**config.mk**
```make
export PLATFORM = sky130hd
export DESIGN_NAME = mbist_diagnosis_ready_array
export DESIGN_NICKNAME = d
export VERILOG_FILES = /design/src/rtl/mbist_diagnosis_ready_array.sv
export SDC_FILE = /design/constraint.sdc
export NUM_CORES = 1
export LEC_CHECK = 0
export ABC_AREA = 0
export CAP_MARGIN = 0
export CORE_ASPECT_RATIO = 0.8
export CORE_MARGIN = 2
export CORE_UTILIZATION = 45
export DETAILED_ROUTE_END_ITERATION = 10
export GPL_TIMING_DRIVEN = 1
export PLACE_DENSITY = 0.74
export RECOVER_POWER = 25
export SYNTH_ARGS = -nofsm -noshare
export SYNTH_HDL_FRONTEND = slang
export SYNTH_SLANG_ARGS = --single-unit
```
**constraint.sdc**
```tcl
create_clock -name ijtag_tck -period 1.7 [get_ports ijtag_tck]
set_clock_uncertainty 0.05 [all_clocks]
set_input_delay 0.255 -clock ijtag_tck [delete_from_list [all_inputs] [get_ports ijtag_tck]]
set_output_delay 0.255 -clock ijtag_tck [all_outputs]
set_load 0.005 [all_outputs]
```
**src/rtl/mbist_diagnosis_ready_array.sv**
```systemverilog
// IJTAG node that merges masked per-controller diagnosis-ready flags with an auxiliary flag,
// with an optional debounce counter and a sticky "ready dropped" flag, all behind a SIB-gated TDR.
module mbist_diagnosis_ready_array #(
    parameter int NUM_CTL       = 4,
    parameter int STABLE_CYCLES = 8,
    parameter int CNT_W         = 4
) (
    input  logic               ijtag_tck,
    input  logic               ijtag_reset,
    input  logic               ijtag_sel,
    input  logic               ijtag_si,
    input  logic               ijtag_ce,
    input  logic               ijtag_se,
    input  logic               ijtag_ue,
    output logic               ijtag_so,
    input  logic [NUM_CTL-1:0] diag_ready_ctl_in,
    input  logic               diag_ready_aux_in,
    output logic               stable_block
);

    localparam logic [CNT_W-1:0] CNT_MAX = CNT_W'(STABLE_CYCLES);

    logic               sib;
    logic               sib_latch;
    logic [NUM_CTL:0]   tdr;
    logic [NUM_CTL:0]   tdr_nr;
    logic [CNT_W-1:0]   cnt;
    logic               sticky_drop;
    logic               so_q;
    logic               tdr_select;
    logic [NUM_CTL-1:0] en;
    logic               dbe;
    logic               ready_raw;
    logic               cnt_full;

    assign tdr_select = ijtag_sel & sib_latch;
    assign en         = tdr_nr[NUM_CTL-1:0];
    assign dbe        = tdr_nr[NUM_CTL];
    assign ready_raw  = diag_ready_aux_in & (&(~en | diag_ready_ctl_in));
    assign cnt_full   = (cnt == CNT_MAX);

    // Debounce mode only exposes the registered counter state, so the output cannot glitch.
    assign stable_block = dbe ? cnt_full : ready_raw;
    assign ijtag_so     = so_q;

    always_ff @(posedge ijtag_tck or posedge ijtag_reset) begin
        if (ijtag_reset) begin
            tdr <= '0;
        end else if (tdr_select) begin
            if (ijtag_ce)
                tdr <= {sticky_drop, diag_ready_ctl_in};
            else if (ijtag_se)
                tdr <= {ijtag_si, tdr[NUM_CTL:1]};
        end
    end

    always_ff @(posedge ijtag_tck or posedge ijtag_reset) begin
        if (ijtag_reset) begin
            sib <= 1'b0;
        end else if (ijtag_sel) begin
            if (ijtag_ce)
                sib <= stable_block;
            else if (ijtag_se)
                sib <= sib_latch ? tdr[0] : ijtag_si;
        end
    end

    always_ff @(negedge ijtag_tck or posedge ijtag_reset) begin
        if (ijtag_reset) begin
            tdr_nr    <= '0;
            sib_latch <= 1'b0;
        end else begin
            if (ijtag_ue && tdr_select)
                tdr_nr <= tdr;
            if (ijtag_ue && ijtag_sel)
                sib_latch <= sib;
        end
    end

    always_ff @(posedge ijtag_tck or posedge ijtag_reset) begin
        if (ijtag_reset) begin
            cnt <= '0;
        end else if (!dbe || !ready_raw) begin
            cnt <= '0;
        end else if (!cnt_full) begin
            cnt <= cnt + CNT_W'(1);
        end
    end

    // The capture has already loaded the old flag into the TDR, so clearing here loses nothing;
    // a drop on the same edge still wins.
    always_ff @(posedge ijtag_tck or posedge ijtag_reset) begin
        if (ijtag_reset)
            sticky_drop <= 1'b0;
        else if (dbe && cnt_full && !ready_raw)
            sticky_drop <= 1'b1;
        else if (ijtag_ce && tdr_select)
            sticky_drop <= 1'b0;
    end

    always_latch begin
        if (ijtag_reset)
            so_q <= 1'b0;
        else if (!ijtag_tck)
            so_q <= sib;
    end

endmodule

```
==> results.json, run 1 <==
{
  "drc": 0,
  "synth_area_per_cell_um2": 10.73,
  "synthFlopType": "dfrtp_1",
  "postRouteAntennaNets": 0,
  "synth_warnings": 0,
  "comb_power_share_pct": 39.1,
  "worst_pin_slew_ns": 0.4465,
  "syn2layout_area_growth_pct": 54.23,
  "cts_tree": "built",
  "violations": "negative setup slack",
  "numPortBuffers": 13,
  "die-area_um2": 2275,
  "first_pass_iters": 4,
  "grt_pass1_vias": 837,
  "crit_type": "flip-flop to primary output",
  "crit_buf_inv": 2,
  "vias": 787,
  "hp-class": "primary input to async pin",
  "gr-usage-all-layers_pct": 22.75,
  "antenna_cells": 0,
  "dpl.hpwl_um": 1430,
  "synth_area_leader_cell": "dfrtp_1",
  "grt_first_pass_wirelength_um": 3525,
  "dpl_worst_slack_ns": -0.9970,
  "ir_drop_uv": 956.7,
  "finalWirelength_um": 2178,
  "yosys_register_bits": 18,
  "synth_edf_count": 0,
  "io-pin-count": 14,
  "clk_latency_ns": 0.41,
  "routedWlPerCell_um": 14.52,
  "syn-cell-area_um2": 858.3,
  "worstSetupStartpointType": "flip-flop",
  "setup_ws_ns": -1.067,
  "hold_violations": 0,
  "cp_top_family": "compound AO/OA/AOI/OAI gates",
  "yosys-top-cells-area": "dfrtp_1 32%, dfrtn_1 17%, mux2_2 9.2%",
  "grt_max_degree": 11,
  "ys_async_sr_fraction_pct": 94.44,
  "syn_nets": 94,
  "drv_slew": 0,
  "avgViaCountPerCell": 5.247,
  "synth_most_common_cell": "nand2_1",
  "max-cap-violations": 0,
  "p_sw_w": 0.0005029,
  "grt_overflow_total": 0,
  "ys_types": 27,
  "gp_congestion": 0.7223,
  "power_density_nw_per_um2": 1242,
  "synthCells": 80,
  "placed_cell_area_um2": 1170,
  "row_count": 14,
  "antenna_found_initial": 0,
  "start_util_pct": 46.67,
  "fp.dieW_um": 52.83,
  "slowest_stage": "a222oi_1",
  "synthTopCellsByCount": "12 x nand2_1, 11 x dfrtp_1, 7 x mux2_2",
  "fp.dieH_um": 43.06,
  "critPathArrivalTime_ns": 2.46,
  "status": "finished, violations left",
  "clkPwrFrac_pct": 21.6,
  "synth.top_cell.area_share_pct": 32.07,
  "design_area_um2": 1324,
  "cp-end-kind": "primary output",
  "cp.required_ns": 1.39,
  "r2r_slack_ns": -0.64,
  "clk_pin_slew_ns": 0.10,
  "setup_violations": 15,
  "rsz0062_at_grt": "true",
  "internal-power_w": 0.001141,
  "nets": 141,
  "drive_gt1_share_pct": 38.10,
  "slew_headroom_pct": 70.14,
  "path_cells": "a222oi_1, buf_4, nand4b_1, nand2_1, buf_2",
  "seq_power_share_pct": 39.3,
  "swShare_pct": 30.59,
  "cpPeakStageDelay_ns": 0.37,
  "drt_iter0_drc": 21,
  "coreArea_um2": 1839,
  "power.leakage_nw": 0.6378,
  "worstPathMaxFanout": 2
}
-- stage by stage --
stage / hold WS (ns) / utilization (%) / setup TNS [ns] / total power [W] / instances
after global placement: 0.2752 / 63.61 / -8.999 / 0.001137 / 134
after CTS: 0.1298 / 72.99 / -5.970 / 0.001674 / 151
after global routing: 0.2691 / 71.97 / -6.483 / 0.001759 / 150
final: 0.2555 / 71.97 / -5.339 / 0.001644 / 150
after detailed placement: 0.3149 / 63.61 / -9.812 / 0.001161 / 134
after floorplan: -0.4273 / - / -4.369 / 0.0009030 / 80
-- sequential cells by signal (all words and copies together) (netlist names) --
register	cells
sticky_drop	1
ijtag_so	1
tdr_nr	5
sib_latch	1
sib	1
tdr	5
cnt	4
-- kinds of logic (layout without fill, tap and decap cells) --
| kind of cell | count (synthesis) | in the layout | synth area share, % |
|---|---|---|---|
| AO/OA/AOI/OAI | 11 | 12 | 9.037 |
| XOR/XNOR | 3 | 3 | 3.062 |
| adder cells (fa/ha/maj) | 2 | 2 | 2.915 |
| buffers and inverters | 8 | 53 | 3.643 |
| flip-flops | 17 | 17 | 49.56 |
| latches | 1 | 1 | 1.749 |
| multiplexers | 13 | 13 | 16.18 |
| AND/OR/NAND/NOR | 25 | 25 | 13.85 |
-- per-layer routing --
metal	global-route usage (%)	part of all wire (%)	wire length (um)	vias to the layer above
met5	0	0	0	-
met4	6.154	1.3	28	0
met3	9.507	4.7	103	4
met2	39.50	49	1063	22
met1	25.35	45	983	386
li1	-	-	-	375
-- area by class of cell --
cell class / instances / area (um^2)
Fill cell: 140 / 515.5
Timing Repair Buffer: 39 / 319.1
Tap cell: 24 / 30.03
Clock inverter: 1 / 5.005
Clock buffer: 7 / 52.55
Sequential cell: 18 / 440.4
Inverter: 6 / 22.52
Multi-Input combinational cell: 55 / 454.2
-- timing repair --
action | 4_1_cts | 5_1_grt
resized for setup | 24 | 1
endpoints found under the setup margin | 19 | 18
gates cloned | 1 | 0
buffers inserted | 22 | 2
hold buffers | 1 | 0
pin swaps | 7 | 7
hold endpoints to repair | 1 | 0
-- worst paths after layout --
path	start	endpoint	depth (start not counted)
setup / recovery	tdr_nr[0]	stable_block	5
hold / removal	ijtag_reset	tdr[3]	2
setup reg to reg	tdr_nr[0]	sib	5
hold reg to reg	tdr_nr[0]	tdr_nr[0]	1
max in group gated	ijtag_reset	clock gate	4
max in group asynchronous	ijtag_reset	sib_latch	2
min in group ijtag_tck	tdr_nr[0]	tdr_nr[0]	1
min in group gated	ijtag_reset	clock gate	4
-- power by group through the flow --
stage | sequential [W] | combinational (W) | clock, W
global route | 0.000655 | 0.000703 | 0.000401
finish | 0.000647 | 0.000642 | 0.000355
CTS | 0.000641 | 0.000662 | 0.000371
detailed placement | 0.000653 | 0.000504 | 0.00000484
floorplan | 0.000639 | 0.000259 | 0.00000485
global placement | 0.000642 | 0.000491 | 0.00000484
-- worst reg2reg max path, stage by stage (launching register included) --
cell      delay (ns)
dfrtn_1         0.35
a222oi_1        0.37
buf_4           0.17
nand4b_1        0.12
buf_4           0.16
a41oi_2         0.17
-- cell usage in the layout, fill, tap and decap left out, types with 2 or more instances in the layout --
master,count
buf_4,22
nand2_1,11
dfrtp_1,11
clkdlybuf4s50_1,8
clkbuf_4,7
mux2i_1,6
o21ai_1,6
inv_1,6
dfrtn_1,6
mux2_2,5
nor2_1,4
o211ai_4,2
xnor2_1,2
nand3_1,2
mux2_4,2
ha_1,2
dlygate4sd3_1,2
dlygate4sd2_1,2
buf_2,2
buf_6,2
Note: power is estimated with default switching activity, not from simulation.
==> inputs of run 2 (changes only) <==
Settings changed: CELL_PAD_IN_SITES_DETAIL_PLACEMENT set to 1, CELL_PAD_IN_SITES_GLOBAL_PLACEMENT set to 1, CORE_UTILIZATION 45 to 39, PLACE_DENSITY 0.74 to 0.8.
==> run 2 against run 1 <==
The flow still finishes with violations (negative setup slack); non-clock buffer count increased by 3; critical path depth is the same; clock power grew 7.6%; count of clock-buffer cells in the layout grew 1; die area rose by 14%; via count is 7.0% higher; global-route usage rose by 4.1 points; setup slack worse by 0.12 ns; total power up 12%; combinational power up 23%; sequential power is 2% higher; register-to-register slack worse by 0.08 ns; critical path type unchanged; critical endpoint unchanged; largest cell class unchanged; highest routed layer unchanged.
==> results.json, run 2 (synthesis gave the netlist of run 1 again) <==
{
  "gp_congestion": 0.7738,
  "crit_buf_inv": 2,
  "setup_tns_ns": -6.395,
  "fill_cells": 238,
  "syn2layout_area_growth_pct": 61.08,
  "clkPwrFrac_pct": 20.8,
  "final_cell_mix": "25 x buf_4, 11 x dfrtp_1, 10 x nand2_1",
  "max-cap-violations": 0,
  "placed_cell_area_um2": 1171,
  "vias": 842,
  "p_total_w": 0.001835,
  "setup_ws_ns": -1.191,
  "avgViaCountPerCell": 5.468,
  "power.leakage_nw": 0.6571,
  "largest_registers": "tdr x5, tdr_nr x5, cnt x4",
  "antenna_cells": 0,
  "crit_type": "flip-flop to primary output",
  "finalWirelength_um": 3186,
  "hold_violations": 0,
  "violations": "negative setup slack",
  "critPathArrivalTime_ns": 2.59,
  "status": "finished, violations left",
  "gr-usage-all-layers_pct": 26.90,
  "final_util_pct": 65.19,
  "postRouteAntennaNets": 0,
  "slowest_stage": "dfrtn_1",
  "die-area_um2": 2594,
  "worstSetupStartpointType": "flip-flop",
  "nets": 144,
  "cpPeakStageDelay_ns": 0.37,
  "p_sw_w": 0.0006244,
  "routedWlPerCell_um": 20.69,
  "dpl.hpwl_um": 1674,
  "row_count": 15,
  "drive_gt1_share_pct": 43.41,
  "cp_top_family": "flip-flops",
  "clk_latency_ns": 0.42,
  "setup_violations": 20,
  "multi_input_area_um2": 483.0,
  "swShare_pct": 34.02,
  "final_cells": 154,
  "grt_max_degree": 11,
  "placed_cells": 135,
  "cp-end-kind": "primary output",
  "rsz0062_at_grt": "true",
  "io-pin-count": 14,
  "ir_drop_uv": 859.7,
  "internal-power_w": 0.001211,
  "seq_power_share_pct": 36.1,
  "gr-usage-met2_pct": 44.65,
  "fp.dieH_um": 45.96,
  "path_cells": "a222oi_1, buf_4, nand4b_1, nand2_1, buf_2",
  "grt_pass1_vias": 901,
  "final_common_cell": "buf_4",
  "design_area_um2": 1383,
  "fp.dieW_um": 56.45,
  "coreArea_um2": 2121,
  "r2r_slack_ns": -0.72,
  "cp.required_ns": 1.39,
  "clk_pin_slew_ns": 0.11,
  "worstPathMaxFanout": 2,
  "grt_overflow_total": 0,
  "start_util_pct": 40.47,
  "first_pass_iters": 4,
  "comb_power_share_pct": 43.1,
  "drt_iter0_drc": 36,
  "worst_pin_slew_ns": 0.4425,
  "grt_first_pass_wirelength_um": 4698,
  "power_density_nw_per_um2": 1327,
  "antenna_found_initial": 0,
  "numPortBuffers": 13,
  "hp-class": "primary input to async pin",
  "globalRouteMet3Util_pct": 10.23,
  "top_usage_layer": "met2",
  "drc": 0,
  "drv_slew": 0,
  "cts_tree": "built",
  "use_met1_pct": 30.09,
  "seq_area_um2": 440.4,
  "slew_headroom_pct": 70.41
}
==> run 2: cell types whose count changed in the layout (fill, tap and decap cells not counted), sizes merged <==
| cell | delta |
|---|---|
| buf | +4 |
| clkinv | -1 |
==> run 2: power groups by stage <==
stage	Clock [W]	Combinational [W]	Sequential [W]
after floorplan	0.00000485	0.000259	0.000639
after global placement	0.00000484	0.000514	0.000638
after detailed placement	0.00000484	0.000542	0.000652
after CTS	0.000385	0.000649	0.000644
after global routing	0.000422	0.000853	0.000669
final	0.000382	0.000790	0.000663
==> run 2: stage by stage <==
stage / setup WS [ns] / hold slack (ns)
5_1_grt: -1.251 / 0.2421
4_1_cts: -1.057 / 0.1267
6_report: -1.191 / 0.2233
2_1_floorplan: -0.4084 / -0.4273
3_5_place_dp: -1.087 / 0.3204
3_3_place_gp: -0.9677 / 0.2706
==> run 2: path summary, 6_finish.rpt <==
kind	start	end	depth (start not counted)
min in group ijtag_tck	tdr_nr[2]	tdr_nr[2]	1
setup reg to reg	tdr_nr[0]	sib	5
max in group gated	ijtag_reset	clock gate	4
max in group asynchronous	ijtag_reset	tdr[1]	4
hold / removal	ijtag_reset	tdr[2]	2
min in group gated	ijtag_reset	clock gate	4
hold reg to reg	tdr_nr[2]	tdr_nr[2]	1
setup / recovery	tdr_nr[0]	stable_block	5
==> run 2: routing by layer <==
metal	vias to the layer above	part of all wire, %	wire, um
met2	38	52	1644
met3	8	5.2	167
met5	-	0	0
met4	0	2.3	73
met1	417	41	1300
li1	379	-	-
==> run 2: layout make-up <==
type,instances,share of cell area [%]
clock buffer,8,4.072
multi-input combinational,55,34.93
sequential,18,31.86
inverter,6,1.629
tap,25,2.262
timing repair buffer,42,25.25
==> run 2: timing repair <==
action                                 CTS  global route
pin swaps                               12             3
resized for setup                       22            10
setup endpoints to repair               19            19
gates cloned                             1             0
hold buffers                             1             0
endpoints found under the hold margin    1             0
setup buffers                            5             6
